<file path="config.mk">
export PLATFORM = sky130hd
export DESIGN_NAME = apb16_reg_slave
export DESIGN_NICKNAME = d
export VERILOG_FILES = /design/src/rtl/apb16_reg_slave_pkg.sv /design/src/rtl/apb16_wait_ctr.sv /design/src/rtl/apb16_reg_slave.sv
export SDC_FILE = /design/constraint.sdc
export NUM_CORES = 1
export LEC_CHECK = 0
export CORE_MARGIN = 3
export CORE_UTILIZATION = 53
export DETAILED_ROUTE_END_ITERATION = 7
export GPL_ROUTABILITY_DRIVEN = 1
export GPL_TIMING_DRIVEN = 1
export PLACE_DENSITY_LB_ADDON = 0.05
export SLEW_MARGIN = 30
export SYNTH_ARGS = -nofsm -noshare
export SYNTH_HDL_FRONTEND = slang
export SYNTH_SLANG_ARGS = --single-unit
export TNS_END_PERCENT = 20
</file>
<file path="constraint.sdc">
create_clock -name pclk -period 2.2 [get_ports pclk]
set_input_delay 0.33 -clock pclk [delete_from_list [all_inputs] [get_ports pclk]]
set_output_delay 0.33 -clock pclk [all_outputs]
set_load 0.02 [all_outputs]
</file>
<file path="src/rtl/apb16_reg_slave_pkg.sv">
// -----------------------------------------------------------------------------
// apb16_reg_slave_pkg
// Shared definitions for the 16-bit APB register slave.
//   - Halfword register indices of the fixed control registers.
//   - Bit positions inside CTRL and IRQ_STAT.
//   - FSM state encoding for the APB handshake.
//   - Byte-strobe merge helper used by every writable register.
// -----------------------------------------------------------------------------
package apb16_reg_slave_pkg;

    // Halfword register indices
    localparam int IDX_CTRL       = 0;
    localparam int IDX_STATUS     = 1;
    localparam int IDX_IRQ_STAT   = 2;
    localparam int IDX_DATA_FIRST = 3;

    // CTRL bit positions
    localparam int CTRL_START  = 0;
    localparam int CTRL_IRQ_EN = 1;

    // IRQ_STAT bit positions
    localparam int IRQ_DONE = 0;

    // Wait-state counter width (WAIT_CYCLES is limited to 0..15)
    localparam int CNT_W = 4;

    typedef enum logic [1:0] {
        ST_IDLE   = 2'd0,
        ST_SETUP  = 2'd1,
        ST_ACCESS = 2'd2
    } apb_state_e;

    // Merge write data into an existing halfword, one byte lane per strobe bit.
    function automatic logic [15:0] apply_strb(
        input logic [15:0] old_val,
        input logic [15:0] wdata,
        input logic [1:0]  strb
    );
        logic [15:0] res;
        res = old_val;
        if (strb[0]) res[7:0]  = wdata[7:0];
        if (strb[1]) res[15:8] = wdata[15:8];
        return res;
    endfunction

endpackage

</file>
<file path="src/rtl/apb16_wait_ctr.sv">
// -----------------------------------------------------------------------------
// apb16_wait_ctr
// Loadable down-counter that paces the APB wait states.
// Ports:
//   pclk      in  clock
//   preset_n  in  asynchronous active-low reset (counter -> 0)
//   load      in  load load_val (has priority over dec)
//   load_val  in  value to load
//   dec       in  decrement by one; saturates at zero
//   cnt_o     out current count
//   zero_o    out count == 0
// -----------------------------------------------------------------------------
module apb16_wait_ctr
    import apb16_reg_slave_pkg::*;
#(
    parameter int W = CNT_W
) (
    input  logic         pclk,
    input  logic         preset_n,
    input  logic         load,
    input  logic [W-1:0] load_val,
    input  logic         dec,
    output logic [W-1:0] cnt_o,
    output logic         zero_o
);

    logic [W-1:0] cnt_q;
    logic [W-1:0] cnt_d;

    always_comb begin
        cnt_d = cnt_q;
        if (load) begin
            cnt_d = load_val;
        end else if (dec && (cnt_q != '0)) begin
            cnt_d = cnt_q - 1'b1;
        end
    end

    always_ff @(posedge pclk or negedge preset_n) begin
        if (!preset_n) begin
            cnt_q <= '0;
        end else begin
            cnt_q <= cnt_d;
        end
    end

    assign cnt_o  = cnt_q;
    assign zero_o = (cnt_q == '0);

endmodule

</file>
<file path="src/rtl/apb16_reg_slave.sv">
// -----------------------------------------------------------------------------
// apb16_reg_slave
// 16-bit APB target register bank for the crypto accelerator control plane.
// Register map (halfword index = (paddr - BASE_ADDR) >> 1):
//   0 CTRL      bit0 start (self-clearing pulse, reads 0), bit1 irq_en, rest scratch
//   1 STATUS    read-only mirror of status_i (writes ignored, no error)
//   2 IRQ_STAT  bit0 done, write-1-to-clear
//   3..N-1      DATA, byte-granular RW
// Ports:
//   pclk, preset_n               clock, asynchronous active-low reset
//   psel, penable, pwrite        APB control
//   pstrb[1:0], paddr[31:0]      byte strobes, byte address (bit0 ignored)
//   pwdata[15:0]                 write data
//   prdata[15:0], pready, pslverr  response (prdata/pslverr zero unless pready)
//   status_i[15:0], busy_i       core status / busy inputs
//   start_o, irq_o               start pulse, interrupt
// -----------------------------------------------------------------------------
module apb16_reg_slave
    import apb16_reg_slave_pkg::*;
#(
    parameter int          NUM_REGS    = 16,
    parameter int          WAIT_CYCLES = 1,
    parameter logic [31:0] BASE_ADDR   = 32'h0000_0000
) (
    input  logic        pclk,
    input  logic        preset_n,
    input  logic        psel,
    input  logic        penable,
    input  logic        pwrite,
    input  logic [1:0]  pstrb,
    input  logic [31:0] paddr,
    input  logic [15:0] pwdata,
    output logic [15:0] prdata,
    output logic        pready,
    output logic        pslverr,
    input  logic [15:0] status_i,
    input  logic        busy_i,
    output logic        start_o,
    output logic        irq_o
);

    localparam int          IDX_W = $clog2(NUM_REGS);
    localparam logic [31:0] SPAN  = 32'(2 * NUM_REGS);

    // ------------------------------------------------------------------
    // Address decode
    // ------------------------------------------------------------------
    logic [31:0]      offset;
    logic             in_range;
    logic [IDX_W-1:0] idx;

    assign offset   = paddr - BASE_ADDR;
    // The >= check catches addresses below the base, whose offset wraps.
    assign in_range = (paddr >= BASE_ADDR) && (offset < SPAN);
    assign idx      = offset[IDX_W:1];

    // ------------------------------------------------------------------
    // Handshake FSM
    // ------------------------------------------------------------------
    apb_state_e       state_q;
    apb_state_e       state_d;
    logic             cnt_load;
    logic             cnt_dec;
    logic             cnt_zero;
    logic [CNT_W-1:0] cnt_val;

    apb16_wait_ctr #(.W(CNT_W)) u_wait_ctr (
        .pclk     (pclk),
        .preset_n (preset_n),
        .load     (cnt_load),
        .load_val (CNT_W'(WAIT_CYCLES)),
        .dec      (cnt_dec),
        .cnt_o    (cnt_val),
        .zero_o   (cnt_zero)
    );

    always_ff @(posedge pclk or negedge preset_n) begin
        if (!preset_n) begin
            state_q <= ST_IDLE;
        end else begin
            state_q <= state_d;
        end
    end

    always_comb begin
        state_d = state_q;
        case (state_q)
            ST_IDLE: begin
                if (psel && !penable) state_d = ST_SETUP;
            end
            ST_SETUP: begin
                if (!psel)        state_d = ST_IDLE;   // abort
                else if (penable) state_d = ST_ACCESS;
            end
            ST_ACCESS: begin
                if (!psel)                     state_d = ST_IDLE;   // abort
                else if (penable && cnt_zero)  state_d = ST_IDLE;   // completes now
            end
            default: state_d = ST_IDLE;
        endcase
    end

    // pready is gated by psel so an abort landing on the final wait cycle
    // can never complete a transfer.
    always_comb begin
        cnt_load = (state_q == ST_IDLE) && psel && !penable;
        cnt_dec  = (state_q == ST_ACCESS) && psel && penable && !cnt_zero;
        pready   = (state_q == ST_ACCESS) && psel && penable && cnt_zero;
    end

    // ------------------------------------------------------------------
    // Register bank
    // ------------------------------------------------------------------
    logic        wr_commit;
    logic [15:0] ctrl_q, ctrl_d;
    logic [15:0] status_q, status_d;
    logic        done_q, done_d;
    logic        busy_q, busy_d;
    logic        start_q, start_d;
    logic        irq_q, irq_d;
    logic        busy_fall;
    logic [15:0] rd_arr [NUM_REGS];

    assign wr_commit = pready && pwrite && in_range;
    assign busy_fall = busy_q && !busy_i;

    always_comb begin
        ctrl_d   = ctrl_q;
        start_d  = 1'b0;
        done_d   = done_q;
        busy_d   = busy_i;
        status_d = status_i;
        irq_d    = done_q && ctrl_q[CTRL_IRQ_EN];

        if (wr_commit && (idx == IDX_W'(IDX_CTRL))) begin
            ctrl_d  = apply_strb(ctrl_q, pwdata, pstrb);
            start_d = pstrb[0] && pwdata[CTRL_START];
        end
        // start is a pulse only; the stored bit is always 0 so it reads back 0.
        ctrl_d[CTRL_START] = 1'b0;

        if (wr_commit && (idx == IDX_W'(IDX_IRQ_STAT)) && pstrb[0] && pwdata[IRQ_DONE]) begin
            done_d = 1'b0;
        end
        // Completion event beats a coincident W1C so no event is lost.
        if (busy_fall) begin
            done_d = 1'b1;
        end
    end

    always_ff @(posedge pclk or negedge preset_n) begin
        if (!preset_n) begin
            ctrl_q   <= '0;
            status_q <= '0;
            done_q   <= 1'b0;
            busy_q   <= 1'b0;
            start_q  <= 1'b0;
            irq_q    <= 1'b0;
        end else begin
            ctrl_q   <= ctrl_d;
            status_q <= status_d;
            done_q   <= done_d;
            busy_q   <= busy_d;
            start_q  <= start_d;
            irq_q    <= irq_d;
        end
    end

    assign rd_arr[IDX_CTRL]     = ctrl_q;
    assign rd_arr[IDX_STATUS]   = status_q;
    assign rd_arr[IDX_IRQ_STAT] = {15'd0, done_q};

    // General-purpose data registers
    genvar gi;
    generate
        for (gi = IDX_DATA_FIRST; gi < NUM_REGS; gi++) begin : gen_data
            logic [15:0] data_q;
            logic [15:0] data_d;

            always_comb begin
                data_d = data_q;
                if (wr_commit && (idx == IDX_W'(gi))) begin
                    data_d = apply_strb(data_q, pwdata, pstrb);
                end
            end

            always_ff @(posedge pclk or negedge preset_n) begin
                if (!preset_n) begin
                    data_q <= '0;
                end else begin
                    data_q <= data_d;
                end
            end

            assign rd_arr[gi] = data_q;
        end
    endgenerate

    // ------------------------------------------------------------------
    // Response and outputs. prdata comes straight from register state so
    // it is stable for the whole pready cycle.
    // ------------------------------------------------------------------
    assign prdata  = (pready && in_range) ? rd_arr[idx] : 16'd0;
    assign pslverr = pready && !in_range;
    assign start_o = start_q;
    assign irq_o   = irq_q;

endmodule
</file>
; ---- After elaboration in Yosys (flattened, before gate mapping)
; Index checks and enable logic that the tools add are counted.
[totals]
ff_bits = 249
latchBits = 0
ram_bits = 0
mem_bits_ro = 0
input_bits = 72
output_inout_bits = 20
word_cells = 147
n_memories = 0
[classes]
n_addsub = 1
n_mul = 0
div_mod_pow = 0
n_lt_le_gt_ge = 3
n_eq_ne = 19
shift = 0
n_mux = 15
bitwise = 1
n_reduce_logical = 73
[op_table]
columns = operator, count
row1 = 16-bit binary-select mux with 4-bit select, 1
row2 = 2-bit AND reduction, 28
row3 = 16-bit 2-to-1 mux, 3
row4 = 1-bit logical AND, 34
row5 = "4-bit equality test, second input constant", 8
row6 = "32-bit by 1-bit >= comparator with 1-bit output, second input constant", 1
row7 = "32-bit by 6-bit < comparator with 1-bit output, second input constant", 1
row8 = "4-bit by 3-bit equality test with 1-bit output, second input constant", 4
row9 = 2-bit 2-to-1 mux, 5
row10 = "4-bit by 2-bit equality test with 1-bit output, second input constant", 2
row11 = 4-bit zero test, 2
row12 = 4-bit 2-to-1 mux, 2
row13 = "3-bit inequality test, second input constant", 2
row14 = 2-bit case mux with 3 select lines, 1
row15 = "5-bit >= comparator, second input constant", 1
row16 = 4-bit inverter with 5-bit output, 1
row17 = 1-bit zero test, 4
row18 = 2-bit nonzero test, 2
row19 = 4-bit nonzero test, 1
row20 = "4-bit by 1-bit subtractor with 4-bit output, second input constant", 1
row21 = 1-bit 2-to-1 mux, 3
row22 = 3-bit AND reduction, 1
row23 = "2-bit by 1-bit equality test with 1-bit output, second input constant", 1
row24 = "2-bit equality test, second input constant", 1
row25 = 2 further kinds, 2

; ---- Longest topological paths before layout
; Gate-level depths: netlist (run 1).
[depth]
ltp_word = 11
depth_mapped = 9
mapped_depth_nobuf = 6

; ---- Modules after synthesis
; A second synthesis (run 1) with hierarchy kept.
[unflattened]
hier_cells = 863
hier_area_um2 = 11703.7
[modules_own_cells]
columns = module, instances, cells_each, area_each_um2, seq_area_each_um2
row1 = apb16_reg_slave, 1, 836, 11451.0, 6130.9
row2 = apb16_wait_ctr, 1, 27, 252.7, 100.1

; ---- Least setup slack after synthesis (run 1)
; OpenSTA, ideal clock, no wires.
[synth_timing]
path_kind = register to output
start = reg u_wait_ctr.cnt_q[0], in the netlist u_wait_ctr.cnt_o[0]
end = out prdata[10]
arrival_time_ns = 2.430
required_ns = 1.870
setup_slack_ns = -0.560
stages_incl_launch_ff = 10
n_path_buf = 4
cell_sequence = dfrtp_1 > inv_1 > ha_1 > nor3b_1 > nand2_1 > buf_4 > buf_6 > buf_2 > buf_1 > nor4_1
[synth_via]
elab_chain_len = 4
[synth_lines]
columns = element, line
row1 = "start, declared", apb16_wait_ctr.sv:27  ; logic [W-1:0] cnt_q;
row2 = "start signal, assigned", apb16_wait_ctr.sv:43  ; cnt_q <= cnt_d;
row3 = 4-bit zero test, apb16_wait_ctr.sv:48  ; assign zero_o = (cnt_q == '0);
row4 = 1-bit logical AND, apb16_reg_slave.sv:108  ; pready = (state_q == ST_ACCESS) && psel && penable && cnt_zero;
row5 = 1-bit logical AND, apb16_reg_slave.sv:203  ; assign prdata = (pready && in_range) ? rd_arr[idx] : 16'd0;
row6 = 16-bit 2-to-1 mux, apb16_reg_slave.sv:203
row7 = "end, declared", apb16_reg_slave.sv:33  ; output logic [15:0] prdata,
; Every way passes these cells.

; ---- Worst setup path in the final report (run 1)
[layout_timing]
start = reg u_wait_ctr.cnt_q[1], in the netlist u_wait_ctr.cnt_o[1]
end = out prdata[7]
; Same word-level chain as after synthesis.

==> metrics.txt, run 1 <==
status=complete, but fails checks; failing checks=negative setup slack; die height=155 um; drt first-iter violations=481; CP Launch Point=u_wait_ctr.cnt_o[1]$_DFFE_PN0P_; CP startpoint kind=flop; Reg area=6230 um^2; HP Class=in2reg; Fmax=414 MHz; Worst-Margin Slew=0.811 ns; row count=54; Worst setup EP type=primary output; Tcrit/Tclk final=110%; Syn-to-layout area delta=39.8%; CTS Buffer Depth=3; ys async rst share=100%; Die Width=155 um; Worst R2R Start=u_wait_ctr.cnt_o[1]$_DFFE_PN0P_; starting density of the core=54.1%; Slew HR=46.0%; sequential share of the synthesized area=52.6%; Max Cap Viol=0; clock slew at reported path FFs=0.06 ns; Synth Register Bits=249; cell count after placement=1212; area occupied by multi-input gates=6520 um^2; Ant. Diodes=0; # setup viols final=241; Root Driver=clkbuf_16; global-route wire length before repair=50.7 mm; placed cell areas=14600 um^2; Placer Congestion=0.839; DR vias=7725; Hold Startpoint=status_i[12]; RSZ-0062 raised after global routing=yes; Netlist Area Pre-Place=11800 um^2; IO buf count=90; most frequent cells in the layout=249 x dfrtp_1, 210 x mux2_4, 88 x buf_4; CTS Buf Count=27; DRT Pass-1 Iters=4; fill cell count=1326; CTS Sinks=249; library cells used by synthesis=38; EDFF count, synth=0; Final Hold Vio Count=0; die footprint=24200 um^2; WHS Path Cells=1; worst skew pair latency=0.54 ns; initial antenna violation count=1; Detail Route Antenna Nets=0; Final #Nets=1045; routed vias/inst=6.07; io pins=92; clock skew=0.0156 ns; post-route cell area=16500 um^2; Non-Filler Instances=1272; gr usage total=26.8%; TritonCTS clock tree=built; vias in the first global route=8651; max-slew violations=0; ys flop type=dfrtp_1; Ys Warns=0; Max FO, Critical Path=5; Power Dens Cells=615 nW/um^2; Synthesized Nets=855; most common cell after layout, fill and taps aside=dfrtp_1; Core Box Area=21900 um^2; drt total wl=32.4 mm; fin crit period=2.42 ns; wire per inst=25.5 um; syn_area_per_cell=15.2 um^2; Post-DP HPWL=21.2 mm; Worst Path Arrival=2.09 ns; FF-to-FF path depth=11; Critical Path RT=1.87 ns; largest net degree at the start of global routing=64; Post-Syn Instances=781; CP Class=reg2out; Remaining Overflow, GRT=0; peak supply drop=0.000562 V; H-tree depth=1; share of cells above drive strength 1=55.0%; Final WS setup=-0.216 ns; Residual DRC=0; Pleak=7.80 nW
==> through the flow <==
step	setup TNS, ns	utilization [%]	worst slack (ns)	hold WS [ns]	power [mW]
after global routing	-54.19	75.6	-0.318	0.212	10.5
final	-35.72	75.6	-0.216	0.224	10.2
after global placement	-94.95	66.5	-0.733	0.268	5.44
after CTS	-34.14	73.5	-0.217	0.215	10.2
after detailed placement	-110.56	66.5	-0.741	0.269	5.46
after floorplan	-0.108	-	-0.0432	0.0344	4.96
==> sequential cells by signal (all words and copies together), names as in the netlist <==
| signal | cells |
|---|---|
| u_wait_ctr.cnt_o | 4 |
| done_q | 1 |
| ctrl_q | 15 |
| busy_q | 1 |
| state_q | 2 |
| gen_data.data_q | 208 |
| status_q | 16 |
| irq_o | 1 |
| start_o | 1 |
==> cells by family after synthesis <==
kind of cell	share of synthesized area, %
buffers and inverters	2.24
flip-flops	52.6
XOR/XNOR	0.222
AND/OR/NAND/NOR	9.49
multiplexers	31.8
AO/OA/AOI/OAI	3.40
adder cells (fa/ha/maj)	0.211
==> path summary, 6_finish.rpt <==
check / end / slack (ns)
setup / recovery: prdata[7] / -0.22
hold / removal: status_q[12]$_DFF_PN0_ / 0.22
setup reg to reg: gen_data[7].data_q[10]$_DFFE_PN0P_ / -0.21
hold reg to reg: state_q[0]$_DFFE_PN0P_ / 0.46
max in group asynchronous: ctrl_q[12]$_DFFE_PN0P_ / 1.19
min in group asynchronous: gen_data[3].data_q[3]$_DFFE_PN0P_ / 0.30
==> where the power goes <==
group          switching, mW  internal [mW]
registers            0.00940           4.60
logic                  0.450          0.349
clock network           1.86           2.90
total                   2.31           7.85
==> cell usage after synthesis, types with 3 or more instances <==
cell        n  area share [%]
buf_1       9            0.29
nor2b_1     4            0.21
nor4_1     22             1.2
nand3_1     5            0.21
a221o_1    16             1.4
nor2_1      5            0.16
clkbuf_1   25            0.79
nand2b_1    5            0.26
nor3_1      3            0.13
buf_2      14            0.59
nand2_1    28            0.89
and4b_1     5            0.42
buf_4       4            0.25
o21ai_0    12            0.51
nand4_1     4            0.21
mux2_2    239              23
and2_1      5            0.26
a22oi_1     4            0.25
mux2i_1     8            0.68
dfrtp_1   249              53
a21oi_1     4            0.17
inv_1       4            0.13
mux4_2     44             8.4
o22ai_1    16            0.85
nor4_4     28             5.0
==> critical path: stages, from the launching register on <==
cell	delay (ns)
dfrtp_1	0.38
inv_2	0.09
ha_4	0.13
nor3b_4	0.23
nand2_4	0.09
buf_12	0.15
buf_16	0.15
nor4_4	0.14
buf_4	0.18
==> layout make-up <==
| class | instances | share of cell area, % |
|---|---|---|
| clock buffer | 37 | 4.86 |
| clock inverter | 13 | 0.908 |
| inverter | 4 | 0.106 |
| multi-input combinational | 474 | 39.4 |
| sequential | 249 | 37.7 |
| tap | 280 | 2.12 |
| timing repair buffer | 215 | 15.0 |
==> what timing repair did <==
| action | in CTS | in global routing |
|---|---|---|
| pin swaps | 54 | 1 |
| cloned | 2 | 2 |
| endpoints found under the hold margin | 44 | 0 |
| hold buffers | 1 | 0 |
| setup buffers | 6 | 2 |
| endpoints found under the setup margin | 241 | 241 |
| gates resized for setup | 268 | 104 |
==> metal layers <==
metal  up-vias  track usage [%]  share of wire [%]
li1       3359                -                  -
met1      4149             36.2                 43
met2       160             46.2                 51
met3        55             3.37                3.7
met4         2             7.04                2.6
met5         -                0              0.040
No activity file was read; power rests on OpenSTA's default activity.
==> run 2, diff against run 1 <==
RECOVER_POWER = 25   (was unset)
==> run 2 against run 1 <==
The run still ends with negative setup slack left. Sequential cell count unchanged. First-iteration DRC count decreased by 14%. Routed wire length about the same. Sequential share of layout area about the same. Combinational power decreased by 1%. Via count about the same. Clock-buffer cell count unchanged. Cell area decreased by 0.12%. Clock skew decreased by 0.00085 ns. Maximum frequency about the same. Register-to-register slack about the same. Critical endpoint unchanged.
==> metrics.txt, run 2 (synthesis results as in run 1) <==
status=complete, but fails checks; failing checks=negative setup slack; Tcrit/Tclk final=110%; TritonCTS clock tree=built; worst slack at placement=-0.741 ns; starting density of the core=54.1%; routed vias/inst=6.07; post-route cell area=16500 um^2; die height=155 um; Final Hold Vio Count=0; Final WS setup=-0.217 ns; Worst Path Arrival=2.09 ns; clock slew at reported path FFs=0.06 ns; Detail Route Antenna Nets=0; CP top delay family=buffers and inverters; Die Width=155 um; die footprint=24200 um^2; Root Driver=clkbuf_16; Regs by FF count=gen_data.data_q x208, status_q x16, ctrl_q x15; IO buf count=90; initial antenna violation count=1; Max stage delay on crit path=0.39 ns; most common cell after layout, fill and taps aside=dfrtp_1; cell breakdown of the critical path=inv_2, ha_4, nor3b_4, nand2_4, buf_12, buf_16, nor4_4, buf_4; io pins=92; number of flip-flops under the largest register name=208; wire per inst=25.5 um; setup_tns=-35.85 ns; largest net degree at the start of global routing=64; fill cell count=1328; RSZ-0062 raised after global routing=yes; H-tree depth=1; most frequent cells in the layout=249 x dfrtp_1, 210 x mux2_4, 89 x buf_4; CTS Buf Count=27; CP Class=reg2out; # setup viols final=241; max-slew violations=0; Fmax=414 MHz; DRT Pass-1 Iters=5; Core Box Area=21900 um^2; Slew HR=10.5%; global-route wire length before repair=50.7 mm; Pleak=7.80 nW; drt total wl=32.4 mm; Post-DP HPWL=21.2 mm; Remaining Overflow, GRT=0; HP Class=in2reg; Syn-to-layout area delta=39.6%; CTS Buffer Depth=3; row count=54; Power Dens Cells=615 nW/um^2; Max FO, Critical Path=5; Worst-Margin Slew=1.34 ns; clock skew=0.0147 ns; crit path buf inv count=4; share of cells above drive strength 1=55.0%; CP startpoint kind=flop; Placer Congestion=0.839; drt first-iter violations=412; gr usage total=26.8%; Worst path slowest cell=dfrtp_1; final core occ=75.5%; Min Hold Slack=0.340 ns; vias in the first global route=8651; CTS Sinks=249; Most flops, register=gen_data.data_q; peak supply drop=0.000560 V; placed cell areas=14600 um^2; fin crit period=2.42 ns; worst skew pair latency=0.54 ns; Worst setup EP type=primary output; Final #Nets=1045; DR vias=7722; Critical Path RT=1.87 ns; Max Cap Viol=0; Residual DRC=0
==> run 2: cell types whose count changed in the layout (fill, tap and decap cells not counted) <==
cell,before,now
buf_12,46,45
buf_4,88,89
buf_8,1,0
clkbuf_2,0,1
clkdlybuf4s50_1,40,23
diode_2,0,1
dlygate4sd3_1,1,18
==> run 2: final timing paths <==
kind	from	slack [ns]	cells after the start	to
worst min-delay path	status_i[12]	0.34	1	status_q[12]$_DFF_PN0_
worst min register to register	state_q[1]$_DFFE_PN0P_	0.46	1	state_q[0]$_DFFE_PN0P_
worst max-delay path	u_wait_ctr.cnt_o[1]$_DFFE_PN0P_	-0.22	8	prdata[7]
max in group asynchronous	preset_n	0.25	3	gen_data[8].data_q[13]$_DFFE_PN0P_
min in group asynchronous	preset_n	0.64	2	gen_data[3].data_q[3]$_DFFE_PN0P_
worst max register to register	u_wait_ctr.cnt_o[1]$_DFFE_PN0P_	-0.21	11	gen_data[7].data_q[10]$_DFFE_PN0P_
==> run 2: worst register-to-register path, cell delays in order, from the launching register on <==
cell and delay, ns:
dfrtp_1 0.39, inv_2 0.09, ha_4 0.13, nor3b_4 0.23, nand2_4 0.09, buf_12 0.15
buf_16 0.15, buf_12 0.14, clkbuf_16 0.18, nor4_4 0.20, buf_12 0.19, mux2_2 0.35
==> run 2: final cells by class <==
| class | instances | area (um^2) | share of cell area [%] |
|---|---|---|---|
| Clock inverter | 13 | 150 | 0.909 |
| Tap cell | 280 | 350 | 2.12 |
| Clock buffer | 37 | 803 | 4.86 |
| Multi-Input combinational cell | 474 | 6520 | 39.4 |
| Inverter | 4 | 17.5 | 0.106 |
| Timing Repair Buffer | 215 | 2450 | 14.8 |
| Sequential cell | 249 | 6230 | 37.7 |
| Antenna cell | 1 | 2.50 | 0.0151 |
==> run 2: timing repair <==
action                     in CTS  in global routing
hold endpoints to repair       44                  0
pin swaps                      54                  1
gates resized for setup       268                104
cloned                          2                  2
hold buffers                    1                  0
setup buffers                   6                  2
setup endpoints to repair     241                241
==> run 2: report_power, final <==
group	switching, mW	internal (mW)	total, mW
combinational	0.450	0.339	0.789
clock	1.85	2.90	4.76
sequential	0.00947	4.60	4.61
==> run 2: layer usage <==
| metal | up-vias | GRT usage, % | routed length (um) |
|---|---|---|---|
| met2 | 180 | 46.2 | 16500 |
| met1 | 4129 | 36.2 | 13900 |
| li1 | 3356 | - | - |
| met5 | - | 0 | 14 |
| met4 | 2 | 7.04 | 889 |
| met3 | 55 | 3.37 | 1170 |
==> run 2: through the flow <==
step | total power [mW] | std cells
finish | 10.2 | 1273
global route | 10.5 | 1272
CTS | 10.2 | 1268
detailed placement | 5.46 | 1212
global placement | 5.44 | 1212
floorplan | 4.96 | 781
